--- src/rtl/result_capture.sv ---
// result_capture: stores adder results LATENCY cycles after each start pulse and serves them through a four-phase readback port
module result_capture #(
  parameter int LATENCY = 4,
  parameter int DEPTH   = 16
) (
  input  logic                     clk,
  input  logic                     rst,
  input  logic                     start,
  input  logic [31:0]              fp_in,
  input  logic                     clr,
  input  logic                     rd_req,
  input  logic [$clog2(DEPTH)-1:0] rd_addr,
  output logic [31:0]              rd_data,
  output logic                     rd_ack,
  output logic [$clog2(DEPTH):0]   count,
  output logic                     full,
  output logic                     overflow
);
  localparam int AW = $clog2(DEPTH);
  localparam logic [1:0] IDLE = 2'd0, READ = 2'd1, ACK = 2'd2, WAIT = 2'd3;
  logic [LATENCY-1:0] vld;
  logic [AW-1:0]      wptr, waddr, raddr;
  logic [AW:0]        cnt_nx;
  logic [1:0]         state;
  logic [31:0]        mem [DEPTH];
  logic               cap, we;
  assign cap    = vld[LATENCY-1];
  // clear wins over a simultaneous capture, so that word lands at address 0
  assign we     = cap & (clr | ~full);
  assign waddr  = clr ? '0 : wptr;
  assign cnt_nx = (clr ? {(AW+1){1'b0}} : count) + (AW+1)'(we);
  assign rd_ack = state == ACK;
  always_ff @(posedge clk)
    if (!rst) begin
      vld      <= '0;
      wptr     <= '0;
      count    <= '0;
      full     <= 1'b0;
      overflow <= 1'b0;
    end else begin
      vld      <= (vld << 1) | LATENCY'(start);
      wptr     <= waddr + AW'(we);
      count    <= cnt_nx;
      full     <= cnt_nx == (AW+1)'(DEPTH);
      overflow <= ~clr & (overflow | (cap & full));
    end
  always_ff @(posedge clk)
    if (rst && we) mem[waddr] <= fp_in;
  always_ff @(posedge clk)
    if (!rst) begin
      state   <= IDLE;
      raddr   <= '0;
      rd_data <= '0;
    end else begin
      case (state)
        IDLE: if (rd_req) begin
          raddr <= rd_addr;
          state <= READ;
        end
        READ: begin
          rd_data <= ({1'b0, raddr} < count) ? mem[raddr] : '0;
          state   <= ACK;
        end
        ACK:     state <= WAIT;
        default: if (!rd_req) state <= IDLE;
      endcase
    end
endmodule

--- config.mk ---
export PLATFORM = sky130hd
export DESIGN_NAME = result_capture
export DESIGN_NICKNAME = d
export VERILOG_FILES = /design/src/rtl/result_capture.sv
export SDC_FILE = /design/constraint.sdc
export NUM_CORES = 1
export LEC_CHECK = 0
export CAP_MARGIN = 5
export CORE_MARGIN = 2
export CORE_UTILIZATION = 65
export DETAILED_ROUTE_END_ITERATION = 16
export GPL_TIMING_DRIVEN = 0
export PLACE_DENSITY = 0.84
export SYNTH_ARGS = -nofsm -noshare
export SYNTH_HDL_FRONTEND = slang
export SYNTH_SLANG_ARGS = --single-unit
--- constraint.sdc ---
create_clock -name clk -period 7.4 [get_ports clk]
set_input_delay 1.48 -clock clk [delete_from_list [all_inputs] [get_ports clk]]
set_output_delay 1.48 -clock clk [all_outputs]
set_load 0.01 [all_outputs]
==> flow_summary.html <==
<table>
<tr><th>Metric</th><th>Value</th></tr>
<tr><th colspan="2">STA</th></tr>
<tr><td>Setup total negative slack</td><td>0 ps</td></tr>
<tr><td>Setup violation total in the final timing report</td><td>0</td></tr>
<tr><td>Final period utilization</td><td>52.3%</td></tr>
<tr><td>Final Skew</td><td>18.2 ps</td></tr>
<tr><td>Tmin final</td><td>3870 ps</td></tr>
<tr><td>Worst hold margin</td><td>432 ps</td></tr>
<tr><td>Slew headroom</td><td>9.16%</td></tr>
<tr><td>Measured slew at the worst slew-check pin</td><td>1350 ps</td></tr>
<tr><td>Final hold viol count</td><td>0</td></tr>
<tr><td>Fmax achieved</td><td>258 MHz</td></tr>
<tr><td>Setup repair after global routing missed its margin</td><td>false</td></tr>
<tr><td>Final Max Slew Viols</td><td>0</td></tr>
<tr><th colspan="2">Setup path</th></tr>
<tr><td>Cells along the critical path</td><td>clkdlybuf4s50_1, clkbuf_1, and2_1, o21ai_0, nor2_4, buf_16</td></tr>
<tr><td>Worst setup EP type</td><td>register</td></tr>
<tr><td>Critical-path maximum fanout</td><td>17</td></tr>
<tr><td>CP required</td><td>7670 ps</td></tr>
<tr><td>End of the worst register-to-register path</td><td>mem[0][23]$_DFFE_PP_</td></tr>
<tr><td>Worst endpoint data arrival time</td><td>4140 ps</td></tr>
<tr><td>Worst Setup Path Type</td><td>primary input to register</td></tr>
<tr><td>Category of cells accounting for the largest share of critical-path delay</td><td>buffers and inverters</td></tr>
<tr><td>Reg2Reg Setup Slack</td><td>4680 ps</td></tr>
<tr><td>Depth of the worst register-to-register path</td><td>5</td></tr>
<tr><td>Startpoint kind of the worst setup timing path</td><td>primary input</td></tr>
<tr><td>Buffering stage count on the worst path with inverters included</td><td>3</td></tr>
<tr><td>Critical path's largest stage delay</td><td>780 ps</td></tr>
<tr><td>Source of the worst register-to-register timing path</td><td>full$_SDFF_PN0_</td></tr>
<tr><td>Master of the slowest instance on the critical path</td><td>nor2_4</td></tr>
<tr><th colspan="2">Worst hold path</th></tr>
<tr><td>Hold Path Cell Cnt</td><td>1</td></tr>
<tr><td>Worst-case hold path end point</td><td>vld[3]$_SDFF_PN0_</td></tr>
<tr><td>Origin of the worst min-delay path</td><td>vld[2]$_SDFF_PN0_</td></tr>
<tr><td>Hold Path Class</td><td>register to register</td></tr>
<tr><th colspan="2">Yosys</th></tr>
<tr><td>Cell Area, Synth</td><td>21,500 um2</td></tr>
<tr><td>Number of distinct library cell variants in the gate-level netlist after synthesis</td><td>36</td></tr>
<tr><td>Post-Synthesis Mean Instance Area</td><td>21.5 um2</td></tr>
<tr><td>Most numerous cell types in the synthesized netlist</td><td>512 x edfxtp_1, 91 x mux4_2, 64 x a22oi_1, 57 x dfxtp_1, 44 x nand2_1</td></tr>
<tr><td>Number of cells produced by synthesis</td><td>1,002</td></tr>
<tr><td>Share of synthesized registers carrying an async set or reset</td><td>0%</td></tr>
<tr><td>Most common flop cell mapped by yosys</td><td>edfxtp_1</td></tr>
<tr><td>Xor/xnor cell area share of the yosys netlist</td><td>0.244%</td></tr>
<tr><td>Multiplexer fraction of the synthesized cell area</td><td>14.1%</td></tr>
<tr><td>Largest cells by area after synthesis</td><td>edfxtp_1 71%, mux4_2 9.5%, dfxtp_1 5.3%</td></tr>
<tr><td>Arithmetic-cell share of the synthesized area counting full adders, half adders and majority gates</td><td>0.523%</td></tr>
<tr><td>Share of synthesized area occupied by flip-flops and latches</td><td>76.7%</td></tr>
<tr><td>Area share of the largest cell type after synthesis</td><td>71.4%</td></tr>
<tr><td>Count leader, synth</td><td>edfxtp_1</td></tr>
<tr><td>Compound-Gate Fraction of Synth Area</td><td>4.14%</td></tr>
<tr><td>Number of nets produced by synthesis</td><td>1,052</td></tr>
<tr><td>Simple-gate area share of the yosys netlist</td><td>2.30%</td></tr>
<tr><td>EDFF count, synth</td><td>512</td></tr>
<tr><td>Cell taking the most area after synthesis</td><td>edfxtp_1</td></tr>
<tr><td>Number of warnings reported in the yosys synthesis log</td><td>0</td></tr>
<tr><td>Largest family of logic cells by synthesized area</td><td>multiplexers</td></tr>
<tr><td>Number of flip-flops and latches in the synthesized netlist</td><td>569</td></tr>
<tr><th colspan="2">Layout</th></tr>
<tr><td>Net count of the finished layout</td><td>1,204</td></tr>
<tr><td>Post-Layout Cell Count</td><td>1,642</td></tr>
<tr><td>Share of layout cells above drive strength 1</td><td>18.8%</td></tr>
<tr><td>Number of inserted diodes</td><td>0</td></tr>
<tr><td>Layout overhead on the synthesized area</td><td>17.4%</td></tr>
<tr><td>Area occupied by registers</td><td>16,500 um2</td></tr>
<tr><td>Filler Cells Inserted</td><td>1,581</td></tr>
<tr><td>Multi-input gate area in the final layout</td><td>4700 um2</td></tr>
<tr><th colspan="2">Floorplan</th></tr>
<tr><td>I/O pin total</td><td>81</td></tr>
<tr><td>Floorplan row count</td><td>66</td></tr>
<tr><td>Starting Density</td><td>66.2%</td></tr>
<tr><td>Core ar.</td><td>32,500 um2</td></tr>
<tr><td>Floorplan die area</td><td>34,600 um2</td></tr>
<tr><td>Chip Height</td><td>186 um</td></tr>
<tr><td>Die W</td><td>186 um</td></tr>
<tr><th colspan="2">Clock network</th></tr>
<tr><td>Clock tree from TritonCTS</td><td>yes</td></tr>
<tr><td>Postcts setup bufs</td><td>0</td></tr>
<tr><td>Number of buffers added to fix hold violations after cts</td><td>0</td></tr>
<tr><td>Clock slew seen by the registers of the worst setup and hold paths</td><td>60 ps</td></tr>
<tr><td>Number of buffers on the longest clock path</td><td>3</td></tr>
<tr><td>Depth of the CTS H-tree</td><td>2</td></tr>
<tr><td>Clock root cell</td><td>clkbuf_16</td></tr>
<tr><td>Total of cells resized after clock tree synthesis</td><td>0</td></tr>
<tr><td>Number of buffers created by CTS</td><td>54</td></tr>
<tr><td>Number of clock sinks</td><td>569</td></tr>
<tr><td>Clock latency at the later pin of the worst-skew pair</td><td>580 ps</td></tr>
<tr><th colspan="2">GRT</th></tr>
<tr><td>Sum of overflow across all layers after global routing</td><td>0</td></tr>
<tr><td>Vias in the first global route</td><td>11,760</td></tr>
<tr><td>Aggregate global-route resource usage</td><td>30.2%</td></tr>
<tr><td>Number of antenna violations at the first check in global routing</td><td>0</td></tr>
<tr><td>Largest net degree at the start of global routing</td><td>25</td></tr>
<tr><td>Global-route wire length before repair</td><td>73,300 um</td></tr>
<tr><th colspan="2">Detailed routing</th></tr>
<tr><td>Via-to-Cell Ratio</td><td>6.79</td></tr>
<tr><td>Number of routed nets with antenna violations</td><td>0</td></tr>
<tr><td>Count of TritonRoute iterations in the first routing pass</td><td>5</td></tr>
<tr><td>Routed wire length</td><td>50,300 um</td></tr>
<tr><td>Routed WL per cell</td><td>30.6 um</td></tr>
<tr><td>Iter 0 DRT Violations</td><td>1,459</td></tr>
<tr><td>Routed vias</td><td>11,149</td></tr>
<tr><td>DRC violations left</td><td>0</td></tr>
<tr><th colspan="2">Flow run</th></tr>
<tr><td>Total of max-cap violations</td><td>0</td></tr>
<tr><th colspan="2">Power and ir drop</th></tr>
<tr><td>VDD IR max</td><td>0.000230 V</td></tr>
<tr><td>Post-layout power</td><td>7.04 mW</td></tr>
<tr><td>Power density over the cells</td><td>278 nW/um2</td></tr>
<tr><td>Static leakage power</td><td>8.04 nW</td></tr>
<tr><th colspan="2">Run status</th></tr>
<tr><td>Run status</td><td>complete, no violations</td></tr>
<tr><th colspan="2">Placed design</th></tr>
<tr><td>RePlAce Congestion</td><td>0.776</td></tr>
<tr><td>HPWL after detailed placement</td><td>28,300 um</td></tr>
<tr><td>Total instance count after detailed placement</td><td>1,540</td></tr>
<tr><td>Number of port buffers</td><td>80</td></tr>
</table>
## layout by cell type (no fill, tap or decap), types with 2 or more instances in the layout
cell type,Yosys,layout
a21boi_0,8,8
a21o_1,3,3
a21oi_1,2,2
a22o_1,32,32
a22oi_1,64,64
and2_1,10,10
and3_1,2,2
buf_1,6,6
buf_12,10,25
buf_2,6,6
buf_4,2,2
buf_6,2,2
bufinv_16,0,8
clkbuf_1,29,47
clkbuf_16,0,57
clkbuf_8,0,12
clkdlybuf4s50_1,0,80
clkinv_1,0,2
clkinv_2,0,3
dfxtp_1,57,57
edfxtp_1,512,512
ha_1,9,9
inv_1,8,8
mux4_1,37,37
mux4_2,91,91
nand2_1,44,44
nand2b_1,2,2
nand3_1,8,8
nor2_1,30,14
nor2_4,0,16
nor2b_1,6,6
nor3_1,3,3
o21ai_0,5,5
xnor2_1,2,2
xor2_1,4,4
## worst max path at each step
| stage | cells after the start | slack [ps] | endpoint | from |
|---|---|---|---|---|
| detailed placement | 6 | 3050 | mem[0][25]$_DFFE_PP_ | rst |
| CTS | 6 | 3620 | mem[0][23]$_DFFE_PP_ | rst |
| floorplan | 4 | 3550 | mem[3][0]$_DFFE_PP_ | rst |
| global route | 6 | 3470 | mem[0][23]$_DFFE_PP_ | rst |
| finish | 6 | 3530 | mem[0][23]$_DFFE_PP_ | rst |
| global placement | 5 | 1390 | mem[12][25]$_DFFE_PP_ | rst |
## worst reg2reg max path, cell delays in order (launching register included)
cell      delay (ps)
dfxtp_1          320
clkbuf_1         290
nor3_1           110
o21ai_0         1040
nor2_4           390
buf_16           300
## layout make-up
class	instances	share of cell area [%]
plain buffers	55	1.58
clock buffers	87	6.57
clock inverters	15	1.10
inverters	8	0.119
multi-input cells	370	18.6
flip-flops and latches	569	65.4
well taps	442	2.19
repair buffers	96	4.47
## cells by family (layout without fill, tap and decap cells)
| logic type | Yosys count | count (layout) |
|---|---|---|
| AND/OR/NAND/NOR | 110 | 110 |
| flip-flops | 569 | 569 |
| XOR/XNOR | 6 | 6 |
| buffers and inverters | 63 | 261 |
| multiplexers | 129 | 129 |
| AO/OA/AOI/OAI | 116 | 116 |
| adder cells (fa/ha/maj) | 9 | 9 |
## sequential cells by signal (all words and copies together) (netlist names), named ones only
signal    cells
count         5
wptr          4
vld           4
mem         512
state         2
rd_data      32
overflow      1
full          1
raddr         4
## routing by layer
layer	wire length, um	part of all wire [%]	global-route usage [%]	vias up
met5	0	0	0	-
met4	1800	3.6	12.3	0
met3	4980	9.9	5.71	140
met2	26000	52	51.9	786
met1	17600	35	38.3	5716
li1	-	-	-	4507
## report_power, final
part           leakage (nW)  switching (mW)  internal, mW
Clock                 0.943            1.16          1.81
Combinational          2.03           0.297         0.237
Sequential             5.06          0.0140          3.52
## stage by stage
stage	area, um2	utilization, %	worst slack (ps)
global placement	22900	70.3	1390
detailed placement	23300	71.7	3050
floorplan	21500	-	3550
CTS	25300	77.7	3620
global route	25300	77.7	3470
finish	25300	77.7	3530
Power figures use the tool's default switching activity.
